[config.mk]
export PLATFORM = sky130hd
export DESIGN_NAME = neuron_accumulate_flat
export DESIGN_NICKNAME = d
export VERILOG_FILES = /design/src/rtl/neuron_accumulate_pkg.sv /design/src/rtl/neuron_accumulate_if.sv /design/src/rtl/neuron_accumulate_fx_mac.sv /design/src/rtl/neuron_accumulate.sv /design/src/flat_wrapper.sv
export SDC_FILE = /design/constraint.sdc
export NUM_CORES = 1
export LEC_CHECK = 0
export CORE_ASPECT_RATIO = 0.5
export CORE_UTILIZATION = 40
export CTS_CLUSTER_SIZE = 10
export DETAILED_ROUTE_END_ITERATION = 8
export PLACE_DENSITY = 0.58
export SETUP_SLACK_MARGIN = 0.05
export SLEW_MARGIN = 10
export SYNTH_ARGS = -nofsm -noshare
export SYNTH_HDL_FRONTEND = slang
export SYNTH_SLANG_ARGS = --single-unit
export TNS_END_PERCENT = 20
[constraint.sdc]
create_clock -name clk -period 7.6 [get_ports clk]
set_input_delay 0.76 -clock clk [delete_from_list [all_inputs] [get_ports clk]]
set_output_delay 0.76 -clock clk [all_outputs]
set_load 0.02 [all_outputs]
[src/rtl/neuron_accumulate_pkg.sv]
// Shared constants for the neuron datapath: Q-format widths, FSM state codes
// and saturation limits, reused by the fetch and writeback blocks.
package neuron_accumulate_pkg;

  localparam int Q_DATA_W = 16;
  localparam int Q_FRAC   = 8;
  localparam int Q_ACC_W  = 32;

  typedef logic [2:0] state_t;

  localparam state_t S_IDLE  = 3'd0;
  localparam state_t S_ISSUE = 3'd1;
  localparam state_t S_DRAIN = 3'd2;
  localparam state_t S_ACT   = 3'd3;
  localparam state_t S_WRITE = 3'd4;
  localparam state_t S_DONE  = 3'd5;

  localparam logic signed [Q_ACC_W-1:0]  ACC_SAT_MAX = 32'sh7FFF_FFFF;
  localparam logic signed [Q_ACC_W-1:0]  ACC_SAT_MIN = 32'sh8000_0000;
  localparam logic signed [Q_DATA_W-1:0] Q_SAT_MAX   = 16'sh7FFF;
  localparam logic signed [Q_DATA_W-1:0] Q_SAT_MIN   = 16'sh8000;

endpackage

[src/rtl/neuron_accumulate_if.sv]
// Bundle of the neuron evaluator's command, fetch-stream and write-port signals.
interface neuron_accumulate_if #(
  parameter int DATA_W = 16
);
  logic                     start;
  logic [DATA_W-1:0]        num_adds;
  logic [DATA_W-1:0]        dest_addr;
  logic                     fetch_en;
  logic signed [DATA_W-1:0] in_val;
  logic signed [DATA_W-1:0] in_wt;
  logic                     in_we;
  logic                     wr_en;
  logic [DATA_W-1:0]        wr_addr;
  logic signed [DATA_W-1:0] wr_data;
  logic                     busy;
  logic                     done;

  modport slave (
    input  start, num_adds, dest_addr, in_val, in_wt, in_we,
    output fetch_en, wr_en, wr_addr, wr_data, busy, done
  );

  modport master (
    output start, num_adds, dest_addr, in_val, in_wt, in_we,
    input  fetch_en, wr_en, wr_addr, wr_data, busy, done
  );
endinterface

[src/rtl/neuron_accumulate_fx_mac.sv]
// Fixed-point multiply-accumulate: Q-format product shifted back by FRAC
// (floor), then added into a saturating ACC_W accumulator.
module fx_mac
  import neuron_accumulate_pkg::*;
#(
  parameter int DATA_W = Q_DATA_W,
  parameter int FRAC   = Q_FRAC,
  parameter int ACC_W  = Q_ACC_W
) (
  input  logic                     clk,
  input  logic                     rst,
  input  logic                     i_clr,
  input  logic                     i_en,
  input  logic signed [DATA_W-1:0] i_val,
  input  logic signed [DATA_W-1:0] i_wt,
  output logic signed [ACC_W-1:0]  o_acc
);

  localparam int PROD_W = 2 * DATA_W;
  localparam int SUM_W  = ((ACC_W > PROD_W) ? ACC_W : PROD_W) + 1;
  localparam logic signed [ACC_W-1:0] A_MAX = {1'b0, {(ACC_W-1){1'b1}}};
  localparam logic signed [ACC_W-1:0] A_MIN = {1'b1, {(ACC_W-1){1'b0}}};

  logic signed [PROD_W-1:0] w_prod;
  logic signed [PROD_W-1:0] w_term;
  logic signed [ACC_W-1:0]  r_acc;

  function automatic logic signed [ACC_W-1:0] sat_add(
    input logic signed [ACC_W-1:0]  acc,
    input logic signed [PROD_W-1:0] term
  );
    logic signed [SUM_W-1:0] s;
    s = SUM_W'(acc) + SUM_W'(term);
    if (s > SUM_W'(A_MAX))      sat_add = A_MAX;
    else if (s < SUM_W'(A_MIN)) sat_add = A_MIN;
    else                        sat_add = s[ACC_W-1:0];
  endfunction

  assign w_prod = i_val * i_wt;
  assign w_term = w_prod >>> FRAC;

  // Stage boundary: accumulator register
  always_ff @(posedge clk or posedge rst) begin
    if (rst)        r_acc <= '0;
    else if (i_clr) r_acc <= '0;
    else if (i_en)  r_acc <= sat_add(r_acc, w_term);
  end

  assign o_acc = r_acc;

endmodule

[src/rtl/neuron_accumulate.sv]
// One neuron evaluation: request num_adds terms from the fetch stage, accumulate
// the weighted sum, activate and write the result to neuron memory.
module neuron_accumulate
  import neuron_accumulate_pkg::*;
#(
  parameter int DATA_W = Q_DATA_W,
  parameter int FRAC   = Q_FRAC,
  parameter int ACC_W  = Q_ACC_W,
  parameter int RELU   = 1
) (
  input  logic               clk,
  input  logic               rst,
  neuron_accumulate_if.slave bus
);

  localparam logic signed [DATA_W-1:0] D_MAX = {1'b0, {(DATA_W-1){1'b1}}};
  localparam logic signed [DATA_W-1:0] D_MIN = {1'b1, {(DATA_W-1){1'b0}}};

  state_t                   r_state;
  state_t                   w_state_nxt;
  logic [DATA_W-1:0]        r_num;
  logic [DATA_W-1:0]        r_dest;
  logic [DATA_W-1:0]        r_issued;
  logic [DATA_W-1:0]        r_rcvd;
  logic [DATA_W:0]          w_rcvd_nxt;
  logic                     w_acc_en;
  logic                     w_clr;
  logic signed [ACC_W-1:0]  w_acc;
  logic signed [DATA_W-1:0] r_wr_data;
  logic [DATA_W-1:0]        r_wr_addr;

  function automatic logic signed [DATA_W-1:0] activate(input logic signed [ACC_W-1:0] a);
    logic signed [DATA_W-1:0] r;
    if (a > ACC_W'(D_MAX))      r = D_MAX;
    else if (a < ACC_W'(D_MIN)) r = D_MIN;
    else                        r = a[DATA_W-1:0];
    if (RELU != 0 && r[DATA_W-1]) r = '0;
    activate = r;
  endfunction

  assign w_clr      = (r_state == S_IDLE) && bus.start;
  assign w_acc_en   = bus.in_we && ((r_state == S_ISSUE) || (r_state == S_DRAIN));
  assign w_rcvd_nxt = {1'b0, r_rcvd} + {{DATA_W{1'b0}}, w_acc_en};

  fx_mac #(
    .DATA_W (DATA_W),
    .FRAC   (FRAC),
    .ACC_W  (ACC_W)
  ) u_mac (
    .clk   (clk),
    .rst   (rst),
    .i_clr (w_clr),
    .i_en  (w_acc_en),
    .i_val (bus.in_val),
    .i_wt  (bus.in_wt),
    .o_acc (w_acc)
  );

  // The term arriving on the DRAIN exit cycle is counted here, so ACT always sees it.
  always_comb begin
    w_state_nxt = r_state;
    case (r_state)
      S_IDLE:  if (bus.start) w_state_nxt = (bus.num_adds == '0) ? S_ACT : S_ISSUE;
      S_ISSUE: if (({1'b0, r_issued} + (DATA_W+1)'(1)) == {1'b0, r_num}) w_state_nxt = S_DRAIN;
      S_DRAIN: if (w_rcvd_nxt >= {1'b0, r_num}) w_state_nxt = S_ACT;
      S_ACT:   w_state_nxt = S_WRITE;
      S_WRITE: w_state_nxt = S_DONE;
      S_DONE:  w_state_nxt = S_IDLE;
      default: w_state_nxt = S_IDLE;
    endcase
  end

  // Stage boundary: control, counters and write-port registers
  always_ff @(posedge clk or posedge rst) begin
    if (rst) begin
      r_state   <= S_IDLE;
      r_num     <= '0;
      r_dest    <= '0;
      r_issued  <= '0;
      r_rcvd    <= '0;
      r_wr_data <= '0;
      r_wr_addr <= '0;
    end else begin
      r_state <= w_state_nxt;
      if (w_clr) begin
        r_num    <= bus.num_adds;
        r_dest   <= bus.dest_addr;
        r_issued <= '0;
        r_rcvd   <= '0;
      end else begin
        if (r_state == S_ISSUE) r_issued <= r_issued + DATA_W'(1);
        if (w_acc_en)           r_rcvd   <= w_rcvd_nxt[DATA_W-1:0];
      end
      if (r_state == S_ACT) begin
        r_wr_data <= activate(w_acc);
        r_wr_addr <= r_dest;
      end
    end
  end

  assign bus.fetch_en = (r_state == S_ISSUE);
  assign bus.wr_en    = (r_state == S_WRITE);
  assign bus.wr_addr  = r_wr_addr;
  assign bus.wr_data  = r_wr_data;
  assign bus.busy     = (r_state != S_IDLE);
  assign bus.done     = (r_state == S_DONE);

endmodule

[src/flat_wrapper.sv]
// flat-port wrapper written by rule: the top's interface ports become plain ports
module neuron_accumulate_flat import neuron_accumulate_pkg::*;
#(
  parameter int DATA_W = Q_DATA_W,
  parameter int FRAC   = Q_FRAC,
  parameter int ACC_W  = Q_ACC_W,
  parameter int RELU   = 1
)
  (clk, rst, bus_start, bus_num_adds, bus_dest_addr, bus_in_val, bus_in_wt, bus_in_we, bus_fetch_en, bus_wr_en, bus_wr_addr, bus_wr_data, bus_busy, bus_done);
  neuron_accumulate_if #(.DATA_W(DATA_W)) bus_i ();
  input  logic clk;
  input  logic rst;
  input wire logic [$bits(bus_i.start)-1:0] bus_start;
  input wire logic [$bits(bus_i.num_adds)-1:0] bus_num_adds;
  input wire logic [$bits(bus_i.dest_addr)-1:0] bus_dest_addr;
  input wire logic [$bits(bus_i.in_val)-1:0] bus_in_val;
  input wire logic [$bits(bus_i.in_wt)-1:0] bus_in_wt;
  input wire logic [$bits(bus_i.in_we)-1:0] bus_in_we;
  output wire logic [$bits(bus_i.fetch_en)-1:0] bus_fetch_en;
  output wire logic [$bits(bus_i.wr_en)-1:0] bus_wr_en;
  output wire logic [$bits(bus_i.wr_addr)-1:0] bus_wr_addr;
  output wire logic [$bits(bus_i.wr_data)-1:0] bus_wr_data;
  output wire logic [$bits(bus_i.busy)-1:0] bus_busy;
  output wire logic [$bits(bus_i.done)-1:0] bus_done;
  assign bus_i.start = bus_start;
  assign bus_i.num_adds = bus_num_adds;
  assign bus_i.dest_addr = bus_dest_addr;
  assign bus_i.in_val = bus_in_val;
  assign bus_i.in_wt = bus_in_wt;
  assign bus_i.in_we = bus_in_we;
  assign bus_fetch_en = bus_i.fetch_en;
  assign bus_wr_en = bus_i.wr_en;
  assign bus_wr_addr = bus_i.wr_addr;
  assign bus_wr_data = bus_i.wr_data;
  assign bus_busy = bus_i.busy;
  assign bus_done = bus_i.done;
  neuron_accumulate #(.DATA_W(DATA_W), .FRAC(FRAC), .ACC_W(ACC_W), .RELU(RELU)) u_core (.clk(clk), .rst(rst), .bus(bus_i));
endmodule
==> flow_summary.ini <==
[sta]
fmaxAchievable_mhz = 117.8
fin_tns_setup_ns = -26.35
setup_ws_ns = -0.8875
grt_setup_unrepaired = yes
finalCriticalPeriod_ns = 8.488
tightest_slew_ns = 1.086
fin_worst_skew_ns = 0.01118
hold_violations = 0
slew_headroom_pct = 27.39
drv_slew = 0
timing.final.crit_share_pct = 111.7
setup_viol = 32

[final_layout]
nets = 2778
area_growth_pct = 34.42
layout_common_cells = 318 x inv_1, 303 x buf_4, 232 x fa_1
drive_gt1_share_pct = 27.23
fillCellCount = 3747
multiInputGateArea_um2 = 13510
fin_cells = 2905
final_cell_area_um2 = 23630
final_common_cell = inv_1
regArea_um2 = 3253
antenna_cells = 0

[synth]
synth-adder-area-share_pct = 39.30
async_reset_ff_share_pct = 100.0
yosys.area_share.xor_xnor_pct = 4.975
ys_types = 72
synth-simple-area-share_pct = 14.63
synth_compound_area_share_pct = 11.18
synth.avg_cell_area_um2 = 9.229
ys_seq_area_share_pct = 18.50
syn_inst = 1905
synth_edf_count = 0
synth.area.mux_share_pct = 2.242
synth_seq_cells = 130
synth_nets = 2368
synth_area_um2 = 17580
yosys_warnings = 0
synth_top_family_by_area = adder cells
ys.flop_type = dfrtp_1

[critical_path]
crit_path_max_fanout = 7
arrival_ns = 8.78
slowest_delay_ns = 0.54
cp_common_cell = fa_1
slowest_stage = fa_1
endpoint_kind = flop
cp-start-kind = input pin
critPathKind = in -> reg
rr_worst_depth = 20
crit_required_ns = 7.89

[global_route]
grt_max_degree = 72
grt_usage_pct = 22.56
grt_util_met1_pct = 32.33
overflow = 0
grt_pass1_vias = 14813
grt_use_met3_pct = 3.694
top_usage_layer = met2
met2_usage_pct = 36.26
grt_antenna_before_repair = 0
grt_pass1_wl_um = 80010

[cts]
max-clock-path-buffers = 2
clock_latency_ns = 0.42
clk_pin_slew_ns = 0.06
cts.htree.levels = 4
ctsHoldBuffers = 0
cts.sink_count = 130
clockRootBuffer = clkbuf_16
cts_tree = built
numCtsBuffers = 17

[place]
dp.cells = 2783
dp_hpwl_um = 36360
gp_congestion = 0.8641
port_buffers = 102
placed_cell_area_um2 = 21630

[flow_run]
drv_cap = 0

[die]
rows = 53
coreArea_um2 = 42640
dieArea_um2 = 44840
fp.dieW_um = 298.5
start_util_pct = 41.23
ioPinCount = 104
die_y_um = 150.2

[detailed_routing]
first_iter_violations = 765
detail-route-antenna-nets = 0
vias = 14355
wl_per_cell_um = 16.63
wl_um = 48320
firstDrtPassIters = 7
drc = 0
via_per_inst = 4.941

[status]
violations = negative setup slack
status = complete, but fails checks

[min_path]
hp-class = reg -> reg
hold_depth = 2
-- through the flow --
stage / setup WS (ns) / hold slack (ns) / utilization, %
4_1_cts: -0.9105 / 0.4832 / 54.80
6_report: -0.8875 / 0.4760 / 55.42
3_5_place_dp: -1.928 / 0.4698 / 50.72
5_1_grt: -1.088 / 0.5044 / 55.42
3_3_place_gp: -1.857 / 0.4658 / 50.72
2_1_floorplan: -1.058 / 0.4621 / -
-- critical path: cells and delay by family --
family | cells | cell delay [ns]
fa+ha+maj | 8 | 3.48
simple gates | 3 | 0.78
xor+xnor | 1 | 0.14
compound gates | 14 | 2.77
buf+inv | 6 | 0.80
-- cell usage after synthesis (25+ instances only) --
cell type / instances / share of area [%]
a21oi_1: 60 / 1.7
a221o_1: 28 / 1.6
and2_1: 126 / 4.5
clkbuf_1: 65 / 1.4
dfrtp_1: 130 / 19
fa_1: 262 / 30
ha_1: 133 / 9.5
inv_1: 345 / 7.4
mux2_2: 34 / 2.2
nand2_1: 210 / 4.5
nand3_1: 25 / 0.71
nor2_1: 77 / 1.6
o21ai_0: 61 / 1.7
o21ai_1: 27 / 0.77
xnor2_1: 63 / 3.1
xor2_1: 35 / 1.7
-- flip-flops by register name, indices dropped and copies added (netlist names) --
| signal | flops |
|---|---|
| u_core.u_mac.o_acc | 32 |
| u_core.r_state | 3 |
| u_core.bus.wr_addr | 16 |
| u_core.r_rcvd | 16 |
| u_core.r_issued | 16 |
| u_core.r_num | 16 |
| u_core.r_dest | 16 |
| u_core.bus.wr_data | 15 |
-- path summary, 6_finish.rpt --
path / start / end / slack (ns)
max in group asynchronous: rst / u_core.bus.wr_data[4]$_DFFE_PP0N_ / 5.47
worst min register to register: u_core.bus.wr_data[2]$_DFFE_PP0N_ / u_core.bus.wr_data[2]$_DFFE_PP0N_ / 0.48
worst min-delay path: u_core.bus.wr_data[2]$_DFFE_PP0N_ / u_core.bus.wr_data[2]$_DFFE_PP0N_ / 0.48
worst max register to register: u_core.r_state[0]$_DFFE_PP0P_ / u_core.r_state[0]$_DFFE_PP0P_ / 2.39
worst max-delay path: bus_in_wt[13] / u_core.u_mac.o_acc[20]$_DFFE_PP0P_ / -0.89
min in group asynchronous: rst / u_core.bus.wr_addr[10]$_DFFE_PP0N_ / 0.78
-- routing by layer --
metal / share of wire [%] / up-vias / routed length (um)
met4: 1.2 / 0 / 582
met2: 46 / 324 / 22460
met5: 0 / - / 0
met3: 5.1 / 41 / 2452
met1: 47 / 7058 / 22820
li1: - / 6932 / -
-- cell families after synthesis --
group           Yosys count
mux                      35
other cells               1
xor+xnor                 99
simple gates            528
buf+inv                 422
fa+ha+maj               395
flops                   130
compound gates          295
-- timing repair --
| item | CTS | global route |
|---|---|---|
| resized for setup | 195 | 106 |
| endpoints found under the hold margin | 0 | 0 |
| pin swaps | 118 | 51 |
| setup endpoints to repair | 32 | 32 |
| buffers inserted | 55 | 23 |
| cloned | 14 | 2 |
-- area by class of cell --
| class | instances | area share (%) |
|---|---|---|
| repair buffers | 464 | 18.04 |
| well taps | 577 | 3.055 |
| flip-flops and latches | 130 | 13.77 |
| clock buffers | 22 | 2.007 |
| multi-input cells | 1356 | 57.15 |
| clock inverters | 10 | 0.4289 |
| inverters | 346 | 5.549 |
Power is not shown: default switching activity piles up to over one toggle a cycle in this logic, so the estimate is an artifact.
